<file path="config.mk">
export PLATFORM = sky130hd
export DESIGN_NAME = tl_ul_responder
export DESIGN_NICKNAME = d
export VERILOG_FILES = /design/src/rtl/tl_ul_responder.sv
export SDC_FILE = /design/constraint.sdc
export NUM_CORES = 1
export LEC_CHECK = 0
export BUFFER_PORTS_ARGS = -buffer_cell sky130_fd_sc_hd__buf_2
export CELL_PAD_IN_SITES_DETAIL_PLACEMENT = 1
export CELL_PAD_IN_SITES_GLOBAL_PLACEMENT = 2
export CORE_MARGIN = 1
export CORE_UTILIZATION = 47
export DETAILED_ROUTE_END_ITERATION = 16
export HOLD_SLACK_MARGIN = 0.08
export PLACE_DENSITY = 0.78
export SYNTH_ARGS = -nofsm -noshare
export SYNTH_HDL_FRONTEND = slang
export SYNTH_SLANG_ARGS = --single-unit
</file>
<file path="constraint.sdc">
create_clock -name clock -period 3.2 [get_ports clock]
set_input_delay 0.64 -clock clock [delete_from_list [all_inputs] [get_ports clock]]
set_output_delay 0.64 -clock clock [all_outputs]
set_load 0.01 [all_outputs]
</file>
<file path="src/rtl/tl_ul_responder.sv">
// Single-beat TL-UL responder backed by DEPTH x 64-bit storage with byte-lane writes.
// Optional TL_RESPONDER_PIPE_EN lets a new A request fire in the same cycle as a D handshake.
module tl_ul_responder #(
  parameter int unsigned DEPTH   = 16,
  parameter logic [31:0] BASE    = 32'h0000_0000,
  parameter logic        SINK_ID = 1'b0
) (
  input  logic        clock,
  input  logic        reset,

  input  logic        a_valid,
  output logic        a_ready,
  input  logic [2:0]  a_opcode,
  input  logic [2:0]  a_param,
  input  logic [2:0]  a_size,
  input  logic [2:0]  a_source,
  input  logic [31:0] a_address,
  input  logic [7:0]  a_mask,
  input  logic [63:0] a_data,

  output logic        d_valid,
  input  logic        d_ready,
  output logic [2:0]  d_opcode,
  output logic [1:0]  d_param,
  output logic [2:0]  d_size,
  output logic [2:0]  d_source,
  output logic        d_sink,
  output logic        d_denied,
  output logic        d_corrupt,
  output logic [63:0] d_data
);

  localparam int unsigned IW = $clog2(DEPTH);

  localparam logic [2:0] OP_PUT_FULL    = 3'd0;
  localparam logic [2:0] OP_PUT_PARTIAL = 3'd1;
  localparam logic [2:0] OP_GET         = 3'd4;
  localparam logic [2:0] D_ACCESS_ACK   = 3'd0;
  localparam logic [2:0] D_ACCESS_ACK_D = 3'd1;

  typedef enum logic {IDLE, RESP} state_t;

  state_t        state;
  logic [63:0]   mem [DEPTH];
  logic [IW-1:0] idx;
  logic          a_fire;
  logic          d_fire;
  logic          addr_hit;
  logic          legal_op;
  logic          is_get;
  logic          denied;
  logic          do_write;
  logic [63:0]   rd_data;

  // Fields that take no part in the response; the name keeps them out of unused-signal lint.
  logic unused_fields;
  assign unused_fields = ^{a_param, a_address[2:0]};

  assign idx      = a_address[3 +: IW];
  assign addr_hit = (a_address[31:3+IW] == BASE[31:3+IW]);
  assign legal_op = (a_opcode == OP_PUT_FULL) || (a_opcode == OP_PUT_PARTIAL) ||
                    (a_opcode == OP_GET);
  assign is_get   = (a_opcode == OP_GET);
  assign denied   = !addr_hit || (a_size > 3'd3) || !legal_op;

  // a_ready is held low for the whole reset window, so nothing can fire while reset is high.
`ifdef TL_RESPONDER_PIPE_EN
  assign a_ready = !reset && ((state == IDLE) || d_ready);
`else
  assign a_ready = !reset && (state == IDLE);
`endif

  assign a_fire   = a_valid && a_ready;
  assign d_fire   = d_valid && d_ready;
  assign do_write = a_fire && !denied && !is_get;
  assign rd_data  = (is_get && !denied) ? mem[idx] : 64'd0;
  assign d_param  = 2'd0;

  // NOTE: storage has no reset branch on purpose; contents survive reset and the
  // array maps onto plain RAM instead of a wall of resettable flops.
  always_ff @(posedge clock) begin
    if (do_write) begin
      for (int b = 0; b < 8; b++) begin
        if (a_mask[b]) mem[idx][8*b +: 8] <= a_data[8*b +: 8];
      end
    end
  end

  // NOTE: all state here uses <= so every register samples pre-edge values,
  // which is what lets a D handshake and a new A request share one edge.
  always_ff @(posedge clock) begin
    if (reset) begin
      state     <= IDLE;
      d_valid   <= 1'b0;
      d_opcode  <= 3'd0;
      d_size    <= 3'd0;
      d_source  <= 3'd0;
      d_sink    <= 1'b0;
      d_denied  <= 1'b0;
      d_corrupt <= 1'b0;
      d_data    <= 64'd0;
    end else if (a_fire) begin
      state     <= RESP;
      d_valid   <= 1'b1;
      d_opcode  <= is_get ? D_ACCESS_ACK_D : D_ACCESS_ACK;
      d_size    <= a_size;
      d_source  <= a_source;
      d_sink    <= SINK_ID;
      d_denied  <= denied;
      d_corrupt <= denied && is_get;
      d_data    <= rd_data;
    end else if (d_fire) begin
      // Payload returns to zero whenever no response is offered.
      state     <= IDLE;
      d_valid   <= 1'b0;
      d_opcode  <= 3'd0;
      d_size    <= 3'd0;
      d_source  <= 3'd0;
      d_sink    <= 1'b0;
      d_denied  <= 1'b0;
      d_corrupt <= 1'b0;
      d_data    <= 64'd0;
    end
  end

endmodule

</file>
## Word-level counts from Yosys, hierarchy flattened

Memories as Yosys holds them, arrays and structs flattened.
Index checks and enable logic that the tools add are counted.
W data, S select, Z words.

- Magnitude comparators: 1
- Equality and inequality tests: 2
- Multiplexer cells: 36
- Bitwise operators: 1
- Reduce and logical (&&, ||, !) cells: 19

Operators by type and width:

| operator | number |
|---|---|
| $mux W64 | 3 |
| $mux W1 | 29 |
| $logic_not A25 Y1 | 1 |
| $mux W3 | 4 |
| $logic_and A1 B1 Y1 | 7 |
| $logic_not A1 Y1 | 5 |
| $logic_or A1 B1 Y1 | 4 |
| $eq A3 B1 Y1 const B | 1 |
| $eq A3 B3 Y1 const B | 1 |
| $gt A3 B2 Y1 const B | 1 |
| $logic_not A3 Y1 | 1 |
| $reduce_bool A2 Y1 | 1 |
| $not A1 Y1 | 1 |

- Flip-flop bits (word level): 76
- RAM bits: 1,024
- Memories: 1

Memory list:

| name | words | bits a word | read ports | clocked after Yosys merged registers in | wr ports | line | RTL |
|---|---|---|---|---|---|---|---|
| mem | 16 | 64 | 1 | 0 | 1 | 44 | `logic [63:0] mem [DEPTH];` |

## Longest topological paths before layout

Gate-level depths: netlist of run 1.

- Word-level depth: 10
- Gate-level depth with buffers: 8

## Least setup slack after synthesis of run 1

Ideal clock, no wire load.

- Kind: input-to-reg
- Start point: input port a_address[19]
- End point: memory mem[13][0] (enable)
- Setup time: 0.370 ns
- Arrival time: 2.443 ns
- Data required time: 2.830 ns
- Path slack: 0.386 ns
- Stages on the path: 6
- Cell sequence: nor4_1 nand3_2 or4_1 buf_2 buf_2 nor2_1

- Cells in the longest elaborated chain, start to end: 9

Ends and longest elaborated chain:

| item | line | RTL |
|---|---|---|
| from (decl) | 17 | `input logic [31:0] a_address,` |
| $logic_not A25 Y1 | 60 | `assign addr_hit = (a_address[31:3+IW] == BASE[31:3+IW]);` |
| $logic_not A1 Y1 | 64 | `assign denied = !addr_hit \|\| (a_size > 3'd3) \|\| !legal_op;` |
| $logic_or A1 B1 Y1 (2 in series) | 64 |  |
| $logic_not A1 Y1 | 75 | `assign do_write = a_fire && !denied && !is_get;` |
| $logic_and A1 B1 Y1 (2 in series) | 75 |  |
| $mux W1 | 82 | `if (do_write) begin` |
| $mux W1 (not written as such) | 84 | `if (a_mask[b]) mem[idx][8*b +: 8] <= a_data[8*b +: 8];` |
| to (decl) | 44 |  |

Every way passes these cells.

## Worst setup path after layout of run 1

- Start point: register state
- End point: memory mem[13][21] (enable)

- Cells in the longest elaborated chain, start to end: 7

Ends and longest elaborated chain:

| item | line | RTL |
|---|---|---|
| from (decl) | 43 | `state_t state;` |
| from (signal assigned) | 93 | `state <= IDLE;` |
| from (signal assigned) | 103 | `state <= RESP;` |
| from (signal assigned) | 114 | `state <= IDLE;` |
| $not A1 Y1 | 70 | `assign a_ready = !reset && (state == IDLE);` |
| $logic_and A1 B1 Y1 | 70 |  |
| $logic_and A1 B1 Y1 | 73 | `assign a_fire = a_valid && a_ready;` |
| $logic_and A1 B1 Y1 (2 in series) | 75 |  |
| $mux W1 | 82 |  |
| $mux W1 (not written as such) | 84 |  |

Every way passes these cells.

==> impl_metrics.csv, run 1 <==
group,metric,value,unit
die,die-area,91600,sq um
power_and_ir_drop,switching_power,6.18,mW
route,drt_iter0_drc,1957,
setup_path,endpoint_kind,"flop",
layout,seqCellArea,32200,sq um
grt,antenna_found_initial,5,
cts,cts_tree,"done",
layout,syn_to_final_growth,16.8,%
timing,worst_clock_skew,0.0171,ns
cts,clkSinkCount,1098,
power_and_ir_drop,switching_share,20.9,%
power_and_ir_drop,design_power_total,29.6,mW
timing,maxSlewHeadroom,36.9,%
setup_path,r2r_end,"mem[13][21]",
layout,drive_gt1_share,27.6,%
grt,use_met3,2.85,%
grt,grt_pass1_vias,24400,
die,io_pins,200,
logic_synthesis,netlist_area,42500,sq um
logic_synthesis,synthFlopType,"edfxtp_1",
timing,worst_slack,0.586,ns
hold_path,whs_path_depth,2,
route,antenna_left,0,
logic_synthesis,synth_edf_count,1024,
timing,setup_tns,0,ns
logic_synthesis,synth_top_area_cell,"edfxtp_1",
timing,min_period,2.61,ns
job,maxCapViolCount,0,
cts,root_buffer,"clkbuf_16",
setup_path,start_kind,"flop",
logic_synthesis,ys_types,38,
die,die_w,303,um
setup_path,cp.arrival,2.99,ns
timing,setup_viol,0,
logic_synthesis,synth_common_cells,"1024 x edfxtp_1, 326 x mux2i_1, 259 x nor2_1, 128 x mux4_2, 94 x nand2_1",
timing,max_freq,0.383,GHz
layout,multi_input_area,9570,sq um
power_and_ir_drop,power_density,596,nW/um^2
route,first_pass_iters,5,
cts,cts_buffers,110,
logic_synthesis,post-synth-top-area-fraction,72.4,%
placed_design,place_worst_setup_slack,0.106,ns
cts,cts_hold_buffers,0,
setup_path,ff2ff_path_depth,7,
timing,rsz0062_at_grt,"false",
setup_path,critPathKind,"reg2reg",
placed_design,gp_congestion,0.771,
timing,drv_slew,0,
grt,grt_max_degree,74,
cts,cts_resized,0,
placed_design,io_buffers,188,
timing,min_period_over_period,81.7,%
grt,grt_usage,23.3,%
logic_synthesis,yosysMostFrequentCell,"edfxtp_1",
power_and_ir_drop,pwr-share-seq,53.0,%
grt,grt_pass1_wl,156,mm
power_and_ir_drop,p_clk_share,42.4,%
die,rows,109,
die,core_area,88900,sq um
setup_path,rr_startpoint,"state",
grt,gr-usage-met1,30.5,%
cts,cts.path.max_buffers,3,
layout,fin_util,55.8,%
setup_path,critPathRequiredTime,3.57,ns
power_and_ir_drop,intPower,23.4,mW
logic_synthesis,synthCells,2306,
die,start_util,47.8,%
cts,clock_latency,0.68,ns
timing,tightest_slew,0.946,ns
logic_synthesis,synth_area_per_cell,18.4,sq um
hold_path,hold_start,"d_ready",
timing,timing.final.hold_violations,0,
route,num_vias,22600,
placed_design,dp_hpwl,68.3,mm
route,drcViolationCount,0,
grt,use_met2,40.5,%
grt,top_usage_layer,"met2",
layout,finalNetCount,2794,
route,vias_per_cell,5.75,
power_and_ir_drop,worst_ir_drop_vdd,562,uV
layout,nFillCells,8046,
logic_synthesis,yosysWarnings,0,
grt,grt_remaining_overflow,0,
cts,clk_pin_slew,0.06,ns
power_and_ir_drop,p_leak,17.7,nW
logic_synthesis,ys_seq_area_share,75.9,%
timing,holdWs,0.330,ns
setup_path,critical_path.max_fanout,15,
route,drt-total-wl,106,mm
logic_synthesis,synthTopCellsByArea,"edfxtp_1 72%, mux2i_1 7.7%, mux4_2 6.8%",
setup_path,r2r_slack,0.59,ns
power_and_ir_drop,combPwrFrac,4.6,%
cts,post-cts-setup-buffer-count,0,
route,routedWlPerCell,26.9,um
die,die_y,303,um
hold_path,worst_hold_path_type,"in2reg",
cts,cts_htree_levels,3,
logic_synthesis,synth-seq-cells,1098,
status,status,"finished, final reports clean",
hold_path,min_to,"state",
logic_synthesis,async_flop_share,0,%
## power groups by stage
stage | logic [mW] | registers (mW) | clock network [mW]
floorplan | 0.720 | 16.0 | 0
global placement | 1.31 | 16.0 | 0
detailed placement | 1.36 | 16.0 | 0
CTS | 1.37 | 15.7 | 12.8
global route | 1.45 | 15.7 | 13.3
finish | 1.36 | 15.7 | 12.6
## layer usage
layer  routed length, um  up-vias
li1                    -     9927
met1               43800    12000
met2               54600      585
met3                4680      148
met4                2790        0
met5                   0        -
## worst max path at each step
stage	cells past startpoint	endpoint	slack [ns]	start
2_1_floorplan	6	mem[13][0]	0.39	a_address[19]
3_3_place_gp	8	mem[8][61]	0.18	a_address[25]
3_5_place_dp	8	mem[10][57]	0.11	a_address[25]
4_1_cts	7	mem[13][16]	0.58	state
5_1_grt	7	mem[13][16]	0.48	state
6_report	7	mem[13][21]	0.59	state
## area by class of cell
type / instances / area share (%)
flip-flops and latches: 1098 / 64.9
clock buffers: 160 / 6.29
multi-input cells: 1065 / 19.3
diodes: 4 / 0.0202
clock inverters: 47 / 0.819
well taps: 1165 / 2.94
repair buffers: 399 / 5.72
## stage by stage
stage | area, sq um | std cells
CTS | 49600 | 3934
detailed placement | 46100 | 3727
global route | 49600 | 3936
floorplan | 42500 | 2310
finish | 49600 | 3938
global placement | 46100 | 3727
## cell usage in the layout (no fill, tap or decap), types with 5 or more instances in the layout
| cell | instances |
|---|---|
| nand2_1 | 94 |
| clkbuf_1 | 35 |
| and2_1 | 9 |
| nor2b_1 | 5 |
| o22ai_1 | 64 |
| clkinv_2 | 20 |
| clkbuf_8 | 12 |
| buf_2 | 184 |
| o22a_1 | 6 |
| edfxtp_1 | 1024 |
| clkbuf_16 | 113 |
| nor2_1 | 259 |
| clkinv_1 | 11 |
| a32o_2 | 60 |
| conb_1 | 5 |
| mux4_2 | 128 |
| bufinv_16 | 6 |
| dfxtp_1 | 74 |
| buf_12 | 23 |
| mux2i_1 | 326 |
| or4_1 | 72 |
| buf_4 | 190 |
## cells by family (layout without fill, tap and decap cells)
kind of cell / count (synthesis) / in the layout / share of synthesized area [%]
flops: 1098 / 1098 / 75.9
simple gates: 463 / 463 / 5.06
mux: 454 / 454 / 14.5
other cells: 1 / 9 / 0.00883
compound gates: 143 / 143 / 2.89
buf+inv: 147 / 606 / 1.71
## critical path, stage by stage, from the launching register on
cell and delay, ns:
dfxtp_1 0.31, nor3b_1 0.35, nand2_1 0.26, buf_4 0.25, or4_1 0.51, buf_4 0.22, nor2_1 0.17, buf_4 0.22
## flip-flops by register name (all words and copies together), names as in the netlist
| register | cells |
|---|---|
| d_corrupt | 1 |
| d_data | 64 |
| d_denied | 1 |
| d_opcode | 1 |
| d_size | 3 |
| d_source | 3 |
| mem | 1024 |
| state | 1 |
Power figures use the tool's default switching activity.
==> run 2: changes to the inputs <==
--- a/config.mk
+++ b/config.mk
@@ -5,14 +5,15 @@
 export SDC_FILE = /design/constraint.sdc
 export NUM_CORES = 1
 export LEC_CHECK = 0
+export ABC_AREA = 1
 export BUFFER_PORTS_ARGS = -buffer_cell sky130_fd_sc_hd__buf_2
 export CELL_PAD_IN_SITES_DETAIL_PLACEMENT = 1
 export CELL_PAD_IN_SITES_GLOBAL_PLACEMENT = 2
 export CORE_MARGIN = 1
-export CORE_UTILIZATION = 47
+export CORE_UTILIZATION = 39
 export DETAILED_ROUTE_END_ITERATION = 16
 export HOLD_SLACK_MARGIN = 0.08
-export PLACE_DENSITY = 0.78
+export PLACE_DENSITY = 0.79
 export SYNTH_ARGS = -nofsm -noshare
 export SYNTH_HDL_FRONTEND = slang
 export SYNTH_SLANG_ARGS = --single-unit
==> constraint.sdc (replaced) <==
create_clock -name clock -period 2.6 [get_ports clock]
set_input_delay 0.52 -clock clock [delete_from_list [all_inputs] [get_ports clock]]
set_output_delay 0.52 -clock clock [all_outputs]
set_load 0.01 [all_outputs]
==> run 2 against run 1 <==
  * Hold slack worse by 0.18 ns
  * Count of clock-buffer cells in the layout down 6
  * Clock power up 44%
  * First-iteration DRC count down 8.3%
  * Combinational power up 60%
  * Non-clock buffer count up 33
  * Clock skew up 0.014 ns
  * Sequential cell count unchanged
  * Sequential share of layout area down 9.3 points
  * Sequential power up 23%
  * Critical path depth up 4
  * Wire length up 28%
  * Critical path type is now in2reg
==> impl_metrics.csv, run 2 <==
group,metric,value,unit
logic_synthesis,netlist_area,49300,sq um
timing,min_period,2.29,ns
layout,final_cell_mix,"2858 x nand2_1, 1027 x inv_1, 1024 x edfxtp_1, 213 x nor2_1, 201 x buf_4",
timing,min_period_over_period,88.0,%
grt,grt_pass1_wl,209,mm
logic_synthesis,synth_common_cells,"2858 x nand2_1, 1027 x inv_1, 1024 x edfxtp_1, 216 x nor2_1, 112 x clkbuf_1",
cts,clk_pin_slew,0.06,ns
setup_path,start_kind,"input pin",
setup_path,endpoint_kind,"flop",
route,drt_iter0_drc,1795,
logic_synthesis,yosysWarnings,0,
hold_path,worst_hold_path_type,"in2reg",
route,num_vias,34800,
setup_path,cp.buffers_inverters,5,
setup_path,worstPathCellList,"dlygate4sd3_1 -> buf_2 -> nor2_1 -> nand2_1 -> nor2_1 -> nand3_2 -> clkinv_2 -> buf_12 -> nand4_4 -> nor2_1 -> buf_4",
logic_synthesis,async_flop_share,0,%
timing,worst_clock_skew,0.0313,ns
layout,final_common_cell,"nand2_1",
logic_synthesis,synth-seq-cells,1098,
timing,setup_tns,0,ns
placed_design,dp_hpwl,89.3,mm
logic_synthesis,synthTopCellsByArea,"edfxtp_1 62%, nand2_1 22%, inv_1 7.8%",
timing,max_freq,0.437,GHz
job,maxCapViolCount,0,
cts,cts_hold_buffers,6,
cts,post-cts-setup-buffer-count,0,
die,io_pins,200,
layout,nFillCells,14500,
cts,clock_latency,0.74,ns
cts,cts.path.max_buffers,3,
logic_synthesis,synthCells,5531,
setup_path,r2r_slack,0.50,ns
logic_synthesis,ys_types,22,
layout,largest_reg_flops,1024,
logic_synthesis,synth_top_area_cell,"edfxtp_1",
setup_path,critical_path.max_fanout,16,
grt,antenna_found_initial,5,
cts,cts_resized,0,
setup_path,cp_top_family,"buffers and inverters",
status,status,"finished, final reports clean",
route,drcViolationCount,0,
timing,setup_viol,0,
die,die_y,358,um
logic_synthesis,yosysMostFrequentCell,"nand2_1",
power_and_ir_drop,power_density,683,nW/um^2
setup_path,max_stage_delay,0.53,ns
grt,grt_remaining_overflow,0,
layout,multi_input_area,12200,sq um
grt,grt_max_degree,94,
cts,cts_buffers,119,
die,rows,130,
timing,maxSlewHeadroom,34.6,%
power_and_ir_drop,worst_ir_drop_vdd,539,uV
route,routedWlPerCell,17.8,um
setup_path,critPathKind,"in2reg",
cts,cts_tree,"done",
timing,tightest_slew,0.981,ns
placed_design,place_worst_setup_slack,0.0512,ns
logic_synthesis,synth_area_per_cell,8.91,sq um
setup_path,cpMostUsedCell,"nor2_1",
timing,worst_slack,0.311,ns
setup_path,critPathRequiredTime,3.01,ns
layout,largest-register,"mem",
cts,clkSinkCount,1098,
logic_synthesis,synth_edf_count,1024,
route,antenna_left,0,
placed_design,gp_congestion,0.773,
die,core_area,126000,sq um
layout,drive_gt1_share,10.7,%
placed_design,io_buffers,188,
cts,root_buffer,"clkbuf_16",
layout,seqCellArea,32200,sq um
timing,drv_slew,0,
die,die-area,128000,sq um
layout,fin_util,46.1,%
setup_path,slowest_stage,"dlygate4sd3_1",
grt,grt_pass1_vias,36100,
timing,rsz0062_at_grt,"false",
layout,largestRegisters,"mem (1024), d_data (64)",
layout,syn_to_final_growth,17.4,%
grt,grt_usage,21.5,%
logic_synthesis,post-synth-top-area-fraction,62.4,%
route,first_pass_iters,5,
setup_path,cp.arrival,2.70,ns
logic_synthesis,ys_seq_area_share,65.4,%
route,drt-total-wl,135,mm
die,die_w,358,um
layout,finalNetCount,5976,
cts,cts_htree_levels,3,
timing,timing.final.hold_violations,0,
power_and_ir_drop,p_leak,27.9,nW
logic_synthesis,synthFlopType,"edfxtp_1",
die,start_util,39.3,%
route,vias_per_cell,4.56,
-- run 2: cell count changes in the layout (fill, tap and decap cells not counted), sizes merged, moves of 70 or more --
| cell | change |
|---|---|
| a21oi | +70 |
| or4 | -72 |
| nand2 | +2765 |
| mux2i | -326 |
| mux4 | -128 |
| inv | +1027 |
-- run 2: power breakdown --
group	internal, mW	switching, mW
Combinational	0.569	1.60
Clock	11.1	7.05
Sequential	19.3	0.00513
-- run 2: per-stage QoR --
| step | instance area [sq um] | std cells | power (mW) | hold slack [ns] |
|---|---|---|---|---|
| after global placement | 53600 | 7379 | 21.9 | 0.447 |
| after global routing | 57900 | 7611 | 40.9 | 0.149 |
| after CTS | 57900 | 7611 | 40.1 | 0.0884 |
| after detailed placement | 53600 | 7379 | 21.9 | 0.453 |
| final | 57900 | 7613 | 39.6 | 0.151 |
| after floorplan | 49300 | 5535 | 20.8 | 0.486 |
-- run 2: final cells by class --
type / count / area share, %
Antenna cell: 2 / 0.00864
Clock buffer: 154 / 5.60
Clock inverter: 72 / 1.67
Inverter: 1034 / 6.73
Multi-Input combinational cell: 3171 / 21.1
Sequential cell: 1098 / 55.7
Tap cell: 1650 / 3.56
Timing Repair Buffer: 432 / 5.67
-- run 2: kinds of logic (layout without fill, tap and decap cells) --
logic type             after synthesis  count (layout)  share of synthesized area (%)
AND/OR/NAND/NOR                   3091            3091                           23.9
buffers and inverters             1266            1692                           9.94
flip-flops                        1098            1098                           65.4
AO/OA/AOI/OAI                       75              75                          0.784
other                                1               7                        0.00761
-- run 2: worst min-delay path, delay by kind of cell --
family                 cells  cell delay (ns)
AOI/OAI and AO/OA          1             0.07
buffers and inverters      1             0.09
and+or+nand+nor            2             0.15
-- run 2: final timing paths --
kind / cells past startpoint / from / endpoint
max: 11 / a_size[2] / mem[0][38]
min: 4 / d_ready / state
max reg2reg: 6 / state / mem[0][38]
min reg2reg: 2 / d_data[37] / d_data[37]
-- run 2: per-layer routing --
layer	GRT usage (%)	up-vias	wire (um)
met5	0	-	0
met4	6.12	0	3110
met3	2.73	157	4980
met2	37.0	447	66100
met1	28.3	16900	61300
li1	-	17300	-
